==> config.mk <==
export PLATFORM = sky130hd
export DESIGN_NAME = spi_slave_flat
export DESIGN_NICKNAME = d
export VERILOG_FILES = /design/src/rtl/spi_slave_if.sv /design/src/rtl/spi_slave.sv /design/src/flat_wrapper.sv
export SDC_FILE = /design/constraint.sdc
export NUM_CORES = 1
export LEC_CHECK = 0
export CAP_MARGIN = 0
export CORE_MARGIN = 2
export CORE_UTILIZATION = 40
export DETAILED_ROUTE_END_ITERATION = 7
export GPL_TIMING_DRIVEN = 0
export PLACE_DENSITY = 0.68
export SLEW_MARGIN = 0
export SYNTH_ARGS = -nofsm -noshare
export SYNTH_HDL_FRONTEND = slang
export SYNTH_SLANG_ARGS = --single-unit
==> constraint.sdc <==
create_clock -name clk -period 2.35 [get_ports clk]
set_input_delay 0.47 -clock clk [delete_from_list [all_inputs] [get_ports clk]]
set_output_delay 0.47 -clock clk [all_outputs]
set_load 0.005 [all_outputs]
==> src/rtl/spi_slave_if.sv <==
// Pin-side SPI signals plus the byte-wide TX/RX handshake of the SPI responder.
// The slave modport is the responder's view; master is the view of whoever drives it.
interface spi_slave_if;
  logic       spi_cs;
  logic       spi_clk;
  logic       spi_mosi;
  logic       spi_miso;
  logic       spi_miso_oe;
  logic [7:0] tx_data;
  logic       tx_valid;
  logic       tx_ready;
  logic [7:0] rx_data;
  logic       rx_valid;
  logic       tx_underrun;
  logic       busy;

  modport slave (
    input  spi_cs, spi_clk, spi_mosi, tx_data, tx_valid,
    output spi_miso, spi_miso_oe, tx_ready, rx_data, rx_valid, tx_underrun, busy
  );

  modport master (
    output spi_cs, spi_clk, spi_mosi, tx_data, tx_valid,
    input  spi_miso, spi_miso_oe, tx_ready, rx_data, rx_valid, tx_underrun, busy
  );
endinterface

==> src/rtl/spi_slave.sv <==
// SPI mode-0 responder, oversampling cs/sck/mosi in the clk domain.
// Byte-wide TX holding register (valid/ready) and RX byte output with a valid pulse.
module spi_slave #(
  parameter int         SYNC_STAGES = 2,
  parameter logic [7:0] IDLE_BYTE   = 8'hFF
) (
  input  logic         clk,
  input  logic         rst_n,
  spi_slave_if.slave   bus
);

  typedef enum logic [1:0] {ST_IDLE, ST_LOAD, ST_SHIFT} state_t;

  logic [SYNC_STAGES-1:0] r_cs_sync, r_sck_sync, r_mosi_sync;
  logic                   r_cs_d, r_sck_d;
  logic                   r_sck_rise, r_sck_fall, r_mosi_smp;
  state_t                 r_state, w_state_next;
  logic [7:0]             r_hold;
  logic                   r_hold_full;
  logic [6:0]             r_tx_shift;
  logic [6:0]             r_rx_shift;
  logic [2:0]             r_bit_cnt;
  logic                   r_reload;
  logic                   r_miso, r_miso_oe;
  logic [7:0]             r_rx_data;
  logic                   r_rx_valid, r_underrun;

  logic       w_cs_s, w_sck_s, w_mosi_s, w_cs_fall;
  logic       w_load, w_shift, w_sample, w_abort, w_capture;
  logic [7:0] w_load_byte, w_rx_byte;

  assign w_cs_s      = r_cs_sync[SYNC_STAGES-1];
  assign w_sck_s     = r_sck_sync[SYNC_STAGES-1];
  assign w_mosi_s    = r_mosi_sync[SYNC_STAGES-1];
  assign w_cs_fall   = ~w_cs_s & r_cs_d;
  assign w_capture   = bus.tx_valid & ~r_hold_full;
  assign w_load_byte = r_hold_full ? r_hold : IDLE_BYTE;
  assign w_rx_byte   = {r_rx_shift, r_mosi_smp};

  // SCK edges are registered once more so that MISO updates and rx_valid land
  // SYNC_STAGES+2 cycles after the pin edge, matching the CS-fall -> LOAD path.
  always_ff @(posedge clk or negedge rst_n) begin
    if (!rst_n) begin
      r_cs_sync   <= '1;
      r_sck_sync  <= '0;
      r_mosi_sync <= '0;
      r_cs_d      <= 1'b1;
      r_sck_d     <= 1'b0;
      r_sck_rise  <= 1'b0;
      r_sck_fall  <= 1'b0;
      r_mosi_smp  <= 1'b0;
    end else begin
      r_cs_sync   <= {r_cs_sync[SYNC_STAGES-2:0], bus.spi_cs};
      r_sck_sync  <= {r_sck_sync[SYNC_STAGES-2:0], bus.spi_clk};
      r_mosi_sync <= {r_mosi_sync[SYNC_STAGES-2:0], bus.spi_mosi};
      r_cs_d      <= w_cs_s;
      r_sck_d     <= w_sck_s;
      r_sck_rise  <= w_sck_s & ~r_sck_d;
      r_sck_fall  <= ~w_sck_s & r_sck_d;
      r_mosi_smp  <= w_mosi_s;
    end
  end

  always_ff @(posedge clk or negedge rst_n) begin
    if (!rst_n) r_state <= ST_IDLE;
    else        r_state <= w_state_next;
  end

  // Deselect is checked on the level so it always wins over a pending SCK edge.
  always_comb begin
    w_state_next = r_state;
    w_load       = 1'b0;
    w_shift      = 1'b0;
    w_sample     = 1'b0;
    w_abort      = 1'b0;
    case (r_state)
      ST_IDLE: begin
        if (w_cs_fall) w_state_next = ST_LOAD;
      end
      ST_LOAD: begin
        if (w_cs_s) begin
          w_abort      = 1'b1;
          w_state_next = ST_IDLE;
        end else begin
          w_load       = 1'b1;
          w_state_next = ST_SHIFT;
        end
      end
      ST_SHIFT: begin
        if (w_cs_s) begin
          w_abort      = 1'b1;
          w_state_next = ST_IDLE;
        end else begin
          w_sample = r_sck_rise;
          w_load   = r_sck_fall & r_reload;
          w_shift  = r_sck_fall & ~r_reload;
        end
      end
      default: w_state_next = ST_IDLE;
    endcase
  end

  always_ff @(posedge clk or negedge rst_n) begin
    if (!rst_n) begin
      r_hold      <= 8'h00;
      r_hold_full <= 1'b0;
      r_tx_shift  <= 7'h00;
      r_rx_shift  <= 7'h00;
      r_bit_cnt   <= 3'd0;
      r_reload    <= 1'b0;
      r_miso      <= 1'b0;
      r_miso_oe   <= 1'b0;
      r_rx_data   <= 8'h00;
      r_rx_valid  <= 1'b0;
      r_underrun  <= 1'b0;
    end else begin
      r_rx_valid <= 1'b0;
      r_underrun <= 1'b0;
      if (w_capture) r_hold <= bus.tx_data;
      // A load empties the holding register; a byte captured in the same
      // cycle (only possible when it was already empty) refills it.
      if (w_load)         r_hold_full <= w_capture;
      else if (w_capture) r_hold_full <= 1'b1;

      if (w_load) begin
        r_tx_shift <= w_load_byte[6:0];
        r_miso     <= w_load_byte[7];
        r_miso_oe  <= 1'b1;
        r_underrun <= ~r_hold_full;
        r_reload   <= 1'b0;
        r_bit_cnt  <= 3'd0;
      end
      if (w_shift) begin
        r_tx_shift <= {r_tx_shift[5:0], 1'b0};
        r_miso     <= r_tx_shift[6];
      end
      if (w_sample) begin
        r_rx_shift <= w_rx_byte[6:0];
        r_bit_cnt  <= r_bit_cnt + 3'd1;
        if (r_bit_cnt == 3'd7) begin
          r_rx_data  <= w_rx_byte;
          r_rx_valid <= 1'b1;
          r_reload   <= 1'b1;
        end
      end
      if (w_abort) begin
        r_miso     <= 1'b0;
        r_miso_oe  <= 1'b0;
        r_rx_shift <= 7'h00;
        r_bit_cnt  <= 3'd0;
        r_reload   <= 1'b0;
      end
    end
  end

  assign bus.spi_miso    = r_miso;
  assign bus.spi_miso_oe = r_miso_oe;
  assign bus.tx_ready    = ~r_hold_full;
  assign bus.rx_data     = r_rx_data;
  assign bus.rx_valid    = r_rx_valid;
  assign bus.tx_underrun = r_underrun;
  assign bus.busy        = ~w_cs_s;

endmodule

==> src/flat_wrapper.sv <==
// flat-port wrapper written by rule: the top's interface ports become plain ports
module spi_slave_flat 
#(
  parameter int         SYNC_STAGES = 2,
  parameter logic [7:0] IDLE_BYTE   = 8'hFF
)
  (clk, rst_n, bus_spi_cs, bus_spi_clk, bus_spi_mosi, bus_tx_data, bus_tx_valid, bus_spi_miso, bus_spi_miso_oe, bus_tx_ready, bus_rx_data, bus_rx_valid, bus_tx_underrun, bus_busy);
  spi_slave_if bus_i ();
  input  logic clk;
  input  logic rst_n;
  input wire logic [$bits(bus_i.spi_cs)-1:0] bus_spi_cs;
  input wire logic [$bits(bus_i.spi_clk)-1:0] bus_spi_clk;
  input wire logic [$bits(bus_i.spi_mosi)-1:0] bus_spi_mosi;
  input wire logic [$bits(bus_i.tx_data)-1:0] bus_tx_data;
  input wire logic [$bits(bus_i.tx_valid)-1:0] bus_tx_valid;
  output wire logic [$bits(bus_i.spi_miso)-1:0] bus_spi_miso;
  output wire logic [$bits(bus_i.spi_miso_oe)-1:0] bus_spi_miso_oe;
  output wire logic [$bits(bus_i.tx_ready)-1:0] bus_tx_ready;
  output wire logic [$bits(bus_i.rx_data)-1:0] bus_rx_data;
  output wire logic [$bits(bus_i.rx_valid)-1:0] bus_rx_valid;
  output wire logic [$bits(bus_i.tx_underrun)-1:0] bus_tx_underrun;
  output wire logic [$bits(bus_i.busy)-1:0] bus_busy;
  assign bus_i.spi_cs = bus_spi_cs;
  assign bus_i.spi_clk = bus_spi_clk;
  assign bus_i.spi_mosi = bus_spi_mosi;
  assign bus_i.tx_data = bus_tx_data;
  assign bus_i.tx_valid = bus_tx_valid;
  assign bus_spi_miso = bus_i.spi_miso;
  assign bus_spi_miso_oe = bus_i.spi_miso_oe;
  assign bus_tx_ready = bus_i.tx_ready;
  assign bus_rx_data = bus_i.rx_data;
  assign bus_rx_valid = bus_i.rx_valid;
  assign bus_tx_underrun = bus_i.tx_underrun;
  assign bus_busy = bus_i.busy;
  spi_slave #(.SYNC_STAGES(SYNC_STAGES), .IDLE_BYTE(IDLE_BYTE)) u_core (.clk(clk), .rst_n(rst_n), .bus(bus_i));
endmodule
## Yosys cells after proc, flatten, opt, wreduce, memory -nomap -nowiden

Index checks and enable logic that the tools add are counted.

| word-level totals | value |
|---|---|
| output and inout bits | 14 |
| bits of input ports | 14 |
| flip-flop bits (word level) | 52 |
| logic and storage cells | 82 |

| operators by class | value |
|---|---|
| add/sub/neg operators | 1 |
| equality and inequality tests | 5 |
| mux-type cells | 35 |
| reductions and logical operators | 10 |
| bitwise operators | 11 |

Operators by type and width:

| operator | number |
|---|---|
| $mux 7 | 4 |
| $mux 1 | 22 |
| $mux 3 | 3 |
| $mux 8 | 1 |
| $reduce_bool 2->1 | 4 |
| $and 1x1->1 | 6 |
| $mux 2 | 3 |
| $pmux 2 s3 | 1 |
| $reduce_bool 3->1 | 2 |
| $not 1->1 | 5 |
| $ne 2x1->1 const B | 2 |
| $reduce_and 2->1 | 2 |
| $add 3x1->3 const B | 1 |
| $eq 3x3->1 const B | 1 |
| $eq 2x1->1 const B | 1 |
| $eq 2x2->1 const B | 1 |
| $logic_not 2->1 | 1 |
| $pmux 1 s2 | 1 |
| $reduce_or 2->1 | 1 |

## Longest topological paths before layout

Gate-level depths: netlist (run 1).

| depth | value |
|---|---|
| depth after elaboration | 7 |
| depth in mapped cells | 7 |
| mapped depth without buffers | 5 |

## Least setup slack after synthesis (run 1)

Ideal clock, no wire load.

| timing | value |
|---|---|
| path kind | flip-flop to flip-flop |
| start point | reg u_core.r_state[0] |
| end point | reg u_core.r_rx_data[0], in the netlist u_core.bus.rx_data[0] |
| path buffers | 2 |
| arrival | 1.473 ns |
| data required time | 2.225 ns |
| library setup time | 0.125 ns |
| clock period less this slack | 1.598 ns |
| slack | 0.752 ns |
| cell stages (with the launch flop) | 8 |
| cells stage by stage | dfrtp_1 inv_1 ha_1 buf_4 and3b_1 buf_6 nand2_8 mux2_4 |

| on the way | value |
|---|---|
| cells in the longest elaborated chain, start to end | 3 |

RTL lines:

| element | line | text |
|---|---|---|
| start: declaration | spi_slave.sv:17 | `state_t r_state, w_state_next;` |
| start signal: assignment | spi_slave.sv:66 | `else r_state <= w_state_next;` |
| $eq 2x2->1 | spi_slave.sv:76 | `case (r_state)` |
| $mux 1 | spi_slave.sv:76 |  |
| $reduce_and 2->1 (no line) | - |  |
| end signal: assignment | spi_slave.sv:141 | `r_rx_data <= w_rx_byte;` |
| end: declaration | spi_slave.sv:25 | `logic [7:0] r_rx_data;` |

Every way passes these cells.
A chain may end at the register's enable or synchronous reset.

## Worst setup path after layout (run 1)

| timing | value |
|---|---|
| start point | reg u_core.r_hold_full |
| end point | out bus_tx_ready |

| on the way | value |
|---|---|
| cells in the longest elaborated chain, start to end | 1 |

RTL lines:

| element | line | text |
|---|---|---|
| start: declaration | spi_slave.sv:19 | `logic r_hold_full;` |
| start signal: assignment | spi_slave.sv:122 | `if (w_load) r_hold_full <= w_capture;` |
| $not 1->1 | spi_slave.sv:158 | `assign bus.tx_ready = ~r_hold_full;` |
| end: declaration | flat_wrapper.sv:18 | `output wire logic [$bits(bus_i.tx_ready)-1:0] bus_tx_ready;` |

Every way passes these cells.

==> summary.txt, run 1 <==
Run status
  • Status: finished, final reports clean

Setup path
  • CP required: 1.88 ns
  • Worst path arrival time: 1.50 ns
  • Worst setup EP type: primary output
  • Register-to-Register Path Depth: 7
  • Crit path max fanout: 9
  • RR Startpoint: u_core.r_state[0]
  • Startpoint types: flip-flop
  • Crit path max-delay family: buffers and inverters
  • WP buf/inv: 2
  • Worst path max stage delay: 0.53 ns
  • Critical Path End: bus_tx_ready
  • Critical path's slowest cell: clkdlybuf4s50_1
  • Worst setup path start: u_core.r_hold_full
  • CP cell instances: clkinv_1 > clkdlybuf4s50_1
  • Capturing point of the worst reg2reg path: u_core.r_bit_cnt[2]
  • Levels on crit path: 2
  • WS Path Type: flip-flop to primary output
  • R2r setup slk: 0.63 ns

Detailed routing
  • Post-detailed-route wirelength per cell: 12.81 um
  • DRT Wirelength: 3624 um
  • DR vias: 1408
  • Vias/cell: 4.975
  • Initial DRC Count: 76
  • DRC: 0
  • Post-route ant nets: 0
  • DRT Pass-1 Iters: 4

Timing
  • Worst setup margin: 0.3762 ns
  • Final Slew Violations: 0
  • RSZ-0062 raised after global routing: false
  • Fin Clk Skew: 0.005600 ns
  • Worst-margin pin slew: 0.6073 ns
  • Final hold vios: 0
  • Hold Slack: 0.1654 ns
  • Minimum clock period: 1.974 ns
  • Endpoints failing setup: 0
  • Fin Setup TNS: 0 ns
  • Final period utilization: 83.99%
  • Slew margin rel.: 59.51%
  • Achievable Freq: 0.5066 GHz

GRT
  • Total gr overflow: 0
  • Met2 Use GR: 21.65%
  • GRT Util Overall: 13.95%
  • First-pass GRT wire length: 6423 um
  • Largest net degree at the start of global routing: 29
  • Grt met3 use: 5.116%
  • Met1 Usage GRT: 17.34%
  • Initial antenna violation count: 0
  • Vias in the first global route: 1382
  • GRT Max-Usage Layer: met2

Synth
  • Post-synthesis cell type count: 35
  • Cell count after synthesis: 177
  • Main synth FF type: dfrtp_1
  • YS warnings: 0
  • Fraction of registers with async set/reset: 100.0%
  • Post-synth EDFFs: 0
  • Synthesized Nets: 196
  • Synth Cell Area: 0.002152 mm2
  • #FFs+latches synth: 52
  • Avg Cell Area, Syn: 12.16 um2
  • Post-synthesis sequential area ratio: 60.64%

Clock tree
  • Post-CTS sizing: 0
  • Postcts setup bufs: 0
  • CTS sink cnt: 52
  • H-tree depth: 2
  • CTS buffer count: 5
  • Worst-Skew Late Latency: 0.30 ns
  • Clock buffer depth: 2
  • Clock-pin slew on the worst setup and hold paths: 0.08 ns
  • Root Driver: clkbuf_8
  • Hold_buf cts: 0
  • CTS tree: built

Floorplanning
  • DIE AREA: 0.005983 mm2
  • Initial Util: 41.87%
  • Core area: 0.005140 mm2
  • Chip Height: 77.35 um
  • Chip Width: 77.35 um
  • IO Pins: 28
  • Number of core rows: 26

Flow run
  • Max cap viols: 0

Power
  • Seq pwr share: 50.5%
  • Logic pwr share: 28.2%
  • Maximum vdd drop: 0.0004331 V
  • Pleak: 1.184 nW
  • Net switching power figure: 0.7381 mW
  • Sw Ratio: 31.01%
  • PwrDens: 910.3 mW/mm2
  • Clock power share: 21.3%
  • Tot Pwr: 2.380 mW
  • Internal: 1.642 mW

Worst hold path
  • Min-Delay Path Class: input pin to asynchronous set/reset pin

Placement
  • Port Buffers: 27
  • Post-placement cell area: 0.002525 mm2
  • Global placer's final weighted congestion: 0.7617
  • Place WS: 0.6116 ns
  • DP HPWL: 2552 um

Layout
  • Diode count: 0
  • Area Growth Syn to Fin: 21.51%
  • Post-route cell area: 0.002615 mm2
  • Filler cells: 494
  • Layout cells sized above 1: 17.37%
  • Final net count: 231
-- registers in the layout, indices dropped and copies added, names as in the netlist, 2 cells and up --
register and count:
u_core.r_rx_shift 7, u_core.r_hold 8, u_core.r_mosi_sync 2, u_core.r_tx_shift 7
u_core.bus.rx_data 8, u_core.r_sck_sync 2, u_core.r_state 2, u_core.r_cs_sync 2
u_core.r_bit_cnt 3
-- kinds of logic after synthesis --
group / after synthesis / share of synthesized area (%)
AND/OR/NAND/NOR: 58 / 13.95
flip-flops: 52 / 60.64
AO/OA/AOI/OAI: 32 / 9.652
buffers and inverters: 15 / 3.604
multiplexers: 15 / 9.245
adder cells (fa/ha/maj): 5 / 2.907
-- layer usage --
layer  wire length (um)  part of all wire (%)
met3                180                   5.0
met5                  0                     0
met2               1698                    47
met1               1678                    46
met4                 66                   1.8
-- synth_stat cells (all sizes together), types with 3 or more instances --
cell	count	area share, %
ha	5	2.9
nand3	7	1.6
inv	6	1.0
o31ai	7	2.4
nand2	32	6.3
a21oi	9	2.1
o21ai	7	1.6
buf	8	2.4
mux2	15	9.2
dfrtp	49	57
nor4	7	2.0
nor2b	5	1.5
dfstp	3	3.7
-- layout make-up --
cell class | instances | area, um2 | share of cell area (%)
Inverter | 7 | 26.28 | 1.005
Timing Repair Buffer | 28 | 285.3 | 10.91
Multi-Input combinational cell | 110 | 769.5 | 29.43
Buffer | 8 | 51.30 | 1.962
Clock buffer | 8 | 90.09 | 3.445
Sequential cell | 52 | 1305 | 49.90
Tap cell | 70 | 87.58 | 3.349
-- stage by stage --
| stage | utilization, % | std cells |
|---|---|---|
| 6_report | 50.88 | 283 |
| 4_1_cts | 50.88 | 283 |
| 3_5_place_dp | 49.12 | 275 |
| 5_1_grt | 50.88 | 283 |
| 3_3_place_gp | 48.83 | 274 |
| 2_1_floorplan | - | 177 |
-- cells in the final DEF (no fill, tap or decap), types with 2 or more instances in the layout --
| cell | count |
|---|---|
| nand3_1 | 7 |
| o21ai_0 | 6 |
| dfstp_2 | 3 |
| a21oi_1 | 9 |
| clkbuf_8 | 6 |
| dfrtp_1 | 49 |
| nand2_1 | 31 |
| nor4_1 | 7 |
| ha_1 | 5 |
| nor2b_1 | 5 |
| clkbuf_1 | 2 |
| mux2_4 | 8 |
| clkdlybuf4s50_1 | 26 |
| buf_4 | 2 |
| o31ai_1 | 7 |
| inv_1 | 6 |
| mux2_2 | 7 |
| buf_2 | 6 |
-- worst min path at each step --
stage          cells past startpoint               endpoint                  start
2_1_floorplan                      0  u_core.bus.rx_data[0]                  rst_n
3_3_place_gp                       0   u_core.r_sck_sync[1]   u_core.r_sck_sync[0]
3_5_place_dp                       0  u_core.r_mosi_sync[1]  u_core.r_mosi_sync[0]
4_1_cts                            1  u_core.bus.rx_data[7]                  rst_n
5_1_grt                            1  u_core.bus.rx_data[5]                  rst_n
6_report                           1  u_core.bus.rx_data[7]                  rst_n
-- power groups by stage --
stage / Combinational [mW] / Clock [mW] / Sequential [mW]
final: 0.671 / 0.507 / 1.20
after global routing: 0.762 / 0.566 / 1.23
after CTS: 0.678 / 0.532 / 1.20
after detailed placement: 0.671 / 0 / 1.22
after global placement: 0.649 / 0 / 1.22
after floorplan: 0.477 / 0 / 1.19
No activity file was read; power rests on OpenSTA's default activity.
==> run 2, diff against run 1 <==
--- a/config.mk
+++ b/config.mk
@@ -10,7 +10,7 @@
 export CORE_UTILIZATION = 40
 export DETAILED_ROUTE_END_ITERATION = 7
 export GPL_TIMING_DRIVEN = 0
-export PLACE_DENSITY = 0.68
+export PLACE_DENSITY = 0.7
 export SLEW_MARGIN = 0
 export SYNTH_ARGS = -nofsm -noshare
 export SYNTH_HDL_FRONTEND = slang
==> constraint.sdc (replaced) <==
create_clock -name clk -period 1.7 [get_ports clk]
set_input_delay 0.34 -clock clk [delete_from_list [all_inputs] [get_ports clk]]
set_output_delay 0.34 -clock clk [all_outputs]
set_load 0.005 [all_outputs]
==> run 2 against run 1 <==
Effect of this change: sequential share of layout area down 2.5 points; wire length up 4.6%; non-clock buffer count up 7; global-route usage down 0.41 points; largest cell class unchanged; largest power group unchanged.
==> summary.txt, run 2 (same netlist as run 1, synthesis figures left out) <==
Run status
  • Status: finished, final reports clean

Setup path
  • RR Startpoint: u_core.r_state[0]
  • WS Path Type: flip-flop to flip-flop
  • Critical Path End: u_core.bus.rx_data[0]
  • Crit path max fanout: 9 (unchanged)
  • Worst path arrival time: 1.82 ns (+0.32 ns)
  • Capturing point of the worst reg2reg path: u_core.bus.rx_data[0]
  • Register-to-Register Path Depth: 7 (unchanged)
  • CP required: 1.90 ns (+0.02 ns)
  • R2r setup slk: 0.08 ns (-0.55 ns)
  • Worst setup path start: u_core.r_state[0]
  • Startpoint types: flip-flop
  • Worst setup EP type: flip-flop

Timing
  • Achievable Freq: 0.6159 GHz
  • Final hold vios: 0 (unchanged)
  • Hold Slack: 0.3567 ns (+0.1913 ns)
  • Worst-margin pin slew: 0.3506 ns (-0.2568 ns)
  • Final Slew Violations: 0 (unchanged)
  • Endpoints failing setup: 0 (unchanged)
  • Minimum clock period: 1.624 ns
  • Final period utilization: 95.51%
  • Fin Clk Skew: 0.009485 ns (+0.003885 ns)
  • Slew margin rel.: 76.57% (+17 points)

Layout
  • Most frequent cells in the layout: dfrtp_1 (48), nand2_1 (31), clkdlybuf4s50_1 (24)
  • Finished Layout Cells: 291 (+2.8%)
  • Area Growth Syn to Fin: 28.02%
  • Diode count: 0 (unchanged)
  • Final net count: 239 (+3.5%)
  • Final core occ: 53.60% (+2.7 points)
  • Layout cells sized above 1: 24.43% (+7.1 points)
  • Post-route cell area: 0.002755 mm2 (+5.4%)
  • Commonest non-fill, non-tap cell in the layout: dfrtp_1

Clock tree
  • Clock-pin slew on the worst setup and hold paths: 0.09 ns (about the same)
  • Clock buffer depth: 2 (unchanged)
  • CTS buffer count: 5 (unchanged)
  • H-tree depth: 2 (unchanged)
  • Root Driver: clkbuf_8
  • CTS tree: built
  • Worst-Skew Late Latency: 0.30 ns (about the same)
  • CTS sink cnt: 52 (unchanged)

GRT
  • Total gr overflow: 0 (unchanged)
  • GRT Util Overall: 13.54% (-0.41 points)
  • Initial antenna violation count: 0 (unchanged)
  • Vias in the first global route: 1420 (+2.7%)
  • First-pass GRT wire length: 6499 um (+1.2%)
  • Largest net degree at the start of global routing: 41 (+41%)

Detailed routing
  • DRC: 0 (unchanged)
  • Vias/cell: 5.031 (+1.1%)
  • Post-route ant nets: 0 (unchanged)
  • DRT Wirelength: 3791 um (+4.6%)
  • Initial DRC Count: 86 (+13%)
  • DRT Pass-1 Iters: 4 (unchanged)
  • Post-detailed-route wirelength per cell: 13.03 um (+1.7%)
  • DR vias: 1464 (+4.0%)

Floorplanning
  • Initial Util: 41.87% (unchanged)
  • IO Pins: 28 (unchanged)
  • Chip Height: 77.35 um (unchanged)
  • Chip Width: 77.35 um (unchanged)
  • DIE AREA: 0.005983 mm2 (unchanged)
  • Number of core rows: 26 (unchanged)
  • Core area: 0.005140 mm2 (unchanged)

Placement
  • Global placer's final weighted congestion: 0.7517 (-1.3%)
  • Port Buffers: 27 (unchanged)
  • DP HPWL: 2539 um (-0.52%)
  • Placed cell count: 275 (unchanged)
  • Post-placement cell area: 0.002525 mm2 (unchanged)

Worst hold path
  • Min-Delay Path Class: flip-flop to flip-flop

Power
  • Tot Pwr: 3.551 mW (+49%)
  • Maximum vdd drop: 0.0007997 V (+85%)
  • PwrDens: 1289 mW/mm2 (+42%)
  • Pleak: 1.260 nW (+6.4%)

Flow run
  • Max cap viols: 0 (unchanged)
## run 2: cell types whose count changed in the layout (fill, tap and decap cells not counted), moves of 2 or more
cell | before | now
buf_6 | 1 | 3
nor4_1 | 7 | 5
clkbuf_1 | 2 | 0
nor4_2 | 0 | 2
clkdlybuf4s50_1 | 26 | 24
buf_4 | 2 | 6
dlygate4sd2_1 | 0 | 2
## run 2: repair_timing
action / CTS / global route
gates cloned: 0 / 1
setup buffers: 2 / 4
pin swaps: 0 / 1
hold buffers: 1 / 0
setup endpoints to repair: 10 / 19
resized for setup: 5 / 9
hold endpoints to repair: 12 / 0
## run 2: final cells by class
class	instances	area, um2
fillers	475	2385
flip-flops and latches	52	1306
multi-input cells	111	819.5
repair buffers	35	337.8
well taps	70	87.58
clock buffers	5	68.82
plain buffers	8	61.31
clock inverters	3	42.54
inverters	7	31.28
## run 2: worst min path at each step
stage                     slack [ns]  cells after the start               endpoint                   from
after floorplan                 0.04                      0  u_core.bus.rx_data[0]                  rst_n
after global placement          0.33                      0   u_core.r_sck_sync[1]   u_core.r_sck_sync[0]
after detailed placement        0.25                      1  u_core.bus.rx_data[7]                  rst_n
after CTS                       0.36                      0  u_core.r_mosi_sync[1]  u_core.r_mosi_sync[0]
after global routing            0.36                      0  u_core.r_mosi_sync[1]  u_core.r_mosi_sync[0]
final                           0.36                      0  u_core.r_mosi_sync[1]  u_core.r_mosi_sync[0]
## run 2: worst max-delay path, stage by stage, from the launching register on
cell and delay [ns]:
dfrtp_1 0.39, inv_2 0.07, ha_1 0.21, buf_6 0.14
and3b_1 0.18, buf_6 0.14, nand2_4 0.10, mux2_4 0.30
## run 2: power breakdown
group          switching, mW  internal, mW  leakage, nW
Sequential             0.171          1.50        0.657
Combinational          0.542         0.516        0.549
Clock                  0.384         0.435       0.0541
Total                   1.10          2.45         1.26
## run 2: layer usage
metal  wire (um)  vias up  part of all wire (%)  track usage (%)
met5           0        -                     0                0
met4          44        0                   1.2            4.286
li1            -      705                     -                -
met2        1850       38                    49            23.39
met1        1721      714                    45            16.92
met3         174        7                   4.6            3.023
## run 2: metrics by stage
step / TNS (ns) / worst slack, ns
floorplan: 0 / 0.1018
global placement: -62.14 / -1.230
detailed placement: 0 / 0.003328
CTS: 0 / 0.01419
global route: -0.05903 / -0.02989
finish: 0 / 0.07636
==> run 3, diff against run 2 <==
--- a/config.mk
+++ b/config.mk
@@ -6,11 +6,13 @@
 export NUM_CORES = 1
 export LEC_CHECK = 0
 export CAP_MARGIN = 0
+export CELL_PAD_IN_SITES_DETAIL_PLACEMENT = 1
+export CELL_PAD_IN_SITES_GLOBAL_PLACEMENT = 2
 export CORE_MARGIN = 2
-export CORE_UTILIZATION = 40
+export CORE_UTILIZATION = 33
 export DETAILED_ROUTE_END_ITERATION = 7
 export GPL_TIMING_DRIVEN = 0
-export PLACE_DENSITY = 0.7
+export PLACE_DENSITY = 0.82
 export SLEW_MARGIN = 0
 export SYNTH_ARGS = -nofsm -noshare
 export SYNTH_HDL_FRONTEND = slang
==> run 3 against run 2 <==
Effect of this change: first-iteration DRC count down 37%; clock power down 12%; global-route usage down 0.82 points; critical endpoint is now u_core.bus.rx_data[7]; register-to-register slack worse by 0.05 ns; the flow now finishes with violations (hold timing); via count up 2.2%.
==> summary.txt, run 3 (same netlist as run 1, synthesis figures left out) <==
GRT
  • Initial antenna violation count: 0 (unchanged)
  • Largest net degree at the start of global routing: 33 (-20%)
  • GRT Util Overall: 12.72% (-0.82 points)
  • Total gr overflow: 0 (unchanged)
  • Vias in the first global route: 1544 (+8.7%)
  • First-pass GRT wire length: 7258 um (+12%)

Timing
  • Minimum clock period: 1.678 ns (+0.05435 ns)
  • Fin Setup TNS: 0 ns (unchanged)
  • Endpoints failing setup: 0 (unchanged)
  • Final hold vios: 6 (+6)
  • Final period utilization: 98.71% (+3.2 points)
  • Fin Clk Skew: 0.009664 ns (+0.0001788 ns)
  • Slew margin rel.: 66.73% (-9.8 points)
  • Achievable Freq: 0.5960 GHz (-3.2%)
  • Hold Slack: -0.003564 ns (-0.3602 ns)
  • Final Slew Violations: 0 (unchanged)
  • Worst-margin pin slew: 0.4990 ns (+0.1485 ns)

Detailed routing
  • Initial DRC Count: 54 (-37%)
  • Post-detailed-route wirelength per cell: 14.76 um (+13%)
  • DRT Wirelength: 4442 um (+17%)
  • Post-route ant nets: 0 (unchanged)
  • DRT Pass-1 Iters: 4 (unchanged)
  • DR vias: 1496 (+2.2%)
  • Vias/cell: 4.970 (-1.2%)
  • DRC: 0 (unchanged)

Run status
  • Status: finished with violations
  • Failing checks: hold timing

Floorplanning
  • Chip Height: 84.76 um (+9.6%)
  • Initial Util: 34.09% (-7.8 points)
  • Chip Width: 84.76 um (+9.6%)
  • IO Pins: 28 (unchanged)
  • Core area: 0.006314 mm2 (+23%)
  • DIE AREA: 0.007183 mm2 (+20%)
  • Number of core rows: 29 (+12%)

Flow run
  • Max cap viols: 0 (unchanged)

Setup path
  • R2r setup slk: 0.02 ns (-0.05 ns)
  • WS Path Type: flip-flop to flip-flop
  • Worst setup EP type: flip-flop
  • Crit path max fanout: 7 (-2)
  • CP required: 1.89 ns (about the same)
  • Startpoint types: flip-flop
  • Worst path arrival time: 1.86 ns (+0.04 ns)

Layout
  • Final net count: 242 (+1.3%)
  • Area Growth Syn to Fin: 29.30%
  • Diode count: 0 (unchanged)
  • Final core occ: 44.07% (-9.5 points)
  • Filler cells: 681 (+43%)
  • Commonest non-fill, non-tap cell in the layout: dfrtp_1
  • Most frequent cells in the layout: dfrtp_1 (48), nand2_1 (31), clkdlybuf4s50_1 (24)
  • Layout cells sized above 1: 25.45% (+1.0 points)

Clock tree
  • H-tree depth: 2 (unchanged)
  • CTS tree: built
  • CTS buffer count: 5 (unchanged)
  • Root Driver: clkbuf_8
  • Clock buffer depth: 2 (unchanged)
  • Worst-Skew Late Latency: 0.30 ns (about the same)
  • Clock-pin slew on the worst setup and hold paths: 0.09 ns (about the same)
  • CTS sink cnt: 52 (unchanged)

Power
  • PwrDens: 1260 mW/mm2 (-2.2%)
  • Maximum vdd drop: 0.0006439 V (-19%)
  • Pleak: 1.254 nW (-0.46%)

Placement
  • Global placer's final weighted congestion: 0.7234 (-3.8%)
  • Port Buffers: 27 (unchanged)
  • DP HPWL: 2939 um (+16%)

Worst hold path
  • Min-Delay Path Class: input pin to asynchronous set/reset pin
## run 3: worst paths after layout
kind,cells after the start,from,to
min in group clk,0,u_core.r_mosi_sync[0],u_core.r_mosi_sync[1]
worst max register to register,7,u_core.r_state[0],u_core.bus.rx_data[7]
worst min-delay path,1,rst_n,u_core.r_tx_shift[3]
max in group asynchronous,2,rst_n,u_core.r_hold_full
worst min register to register,0,u_core.r_mosi_sync[0],u_core.r_mosi_sync[1]
worst max-delay path,7,u_core.r_state[0],u_core.bus.rx_data[7]
## run 3: worst max-delay path, cell delays in order, from the launching register on
cell	delay [ns]
dfrtp_1	0.39
inv_1	0.09
ha_1	0.18
buf_6	0.14
and3b_2	0.22
buf_8	0.15
nand2_8	0.08
mux2_4	0.32
## run 3: cell type report
class                           count  area [um2]  share of cell area [%]
Sequential cell                    52        1306                   46.94
Inverter                            7       31.28                   1.124
Clock inverter                      1       7.507                  0.2698
Multi-Input combinational cell    111       832.0                   29.90
Timing Repair Buffer               38       355.3                   12.77
Buffer                              8       67.56                   2.428
Clock buffer                        7       86.33                   3.103
Tap cell                           77       96.34                   3.462
## run 3: repair_timing
action                     4_1_cts  5_1_grt
cloned                           0        2
hold buffers                     0        0
gates resized for setup          8       10
setup buffers                    2        7
setup endpoints to repair       19       14
pin swaps                        0        1
hold endpoints to repair         0        0
## run 3: layer usage
layer	up-vias	GRT usage [%]	wire [um]
met5	-	0	0
met4	0	3.896	38
met3	5	3.048	130
met2	24	21.47	2300
met1	753	16.21	1973
li1	714	-	-
## run 3: where the power goes
| group | total (mW) | internal (mW) | switching (mW) |
|---|---|---|---|
| registers | 1.68 | 1.50 | 0.172 |
| logic | 1.11 | 0.534 | 0.573 |
| clock network | 0.725 | 0.331 | 0.394 |
| total | 3.51 | 2.37 | 1.14 |
## run 3: stage by stage
step / cells / power, mW / worst slack (ns) / cell area [um2]
after floorplan: 177 / 2.299 / 0.1018 / 2152
after global placement: 281 / 2.608 / -1.354 / 2519
after detailed placement: 282 / 2.646 / -0.08261 / 2534
after CTS: 292 / 3.438 / 0.01873 / 2663
after global routing: 301 / 3.758 / -0.04417 / 2783
final: 301 / 3.507 / 0.02201 / 2783
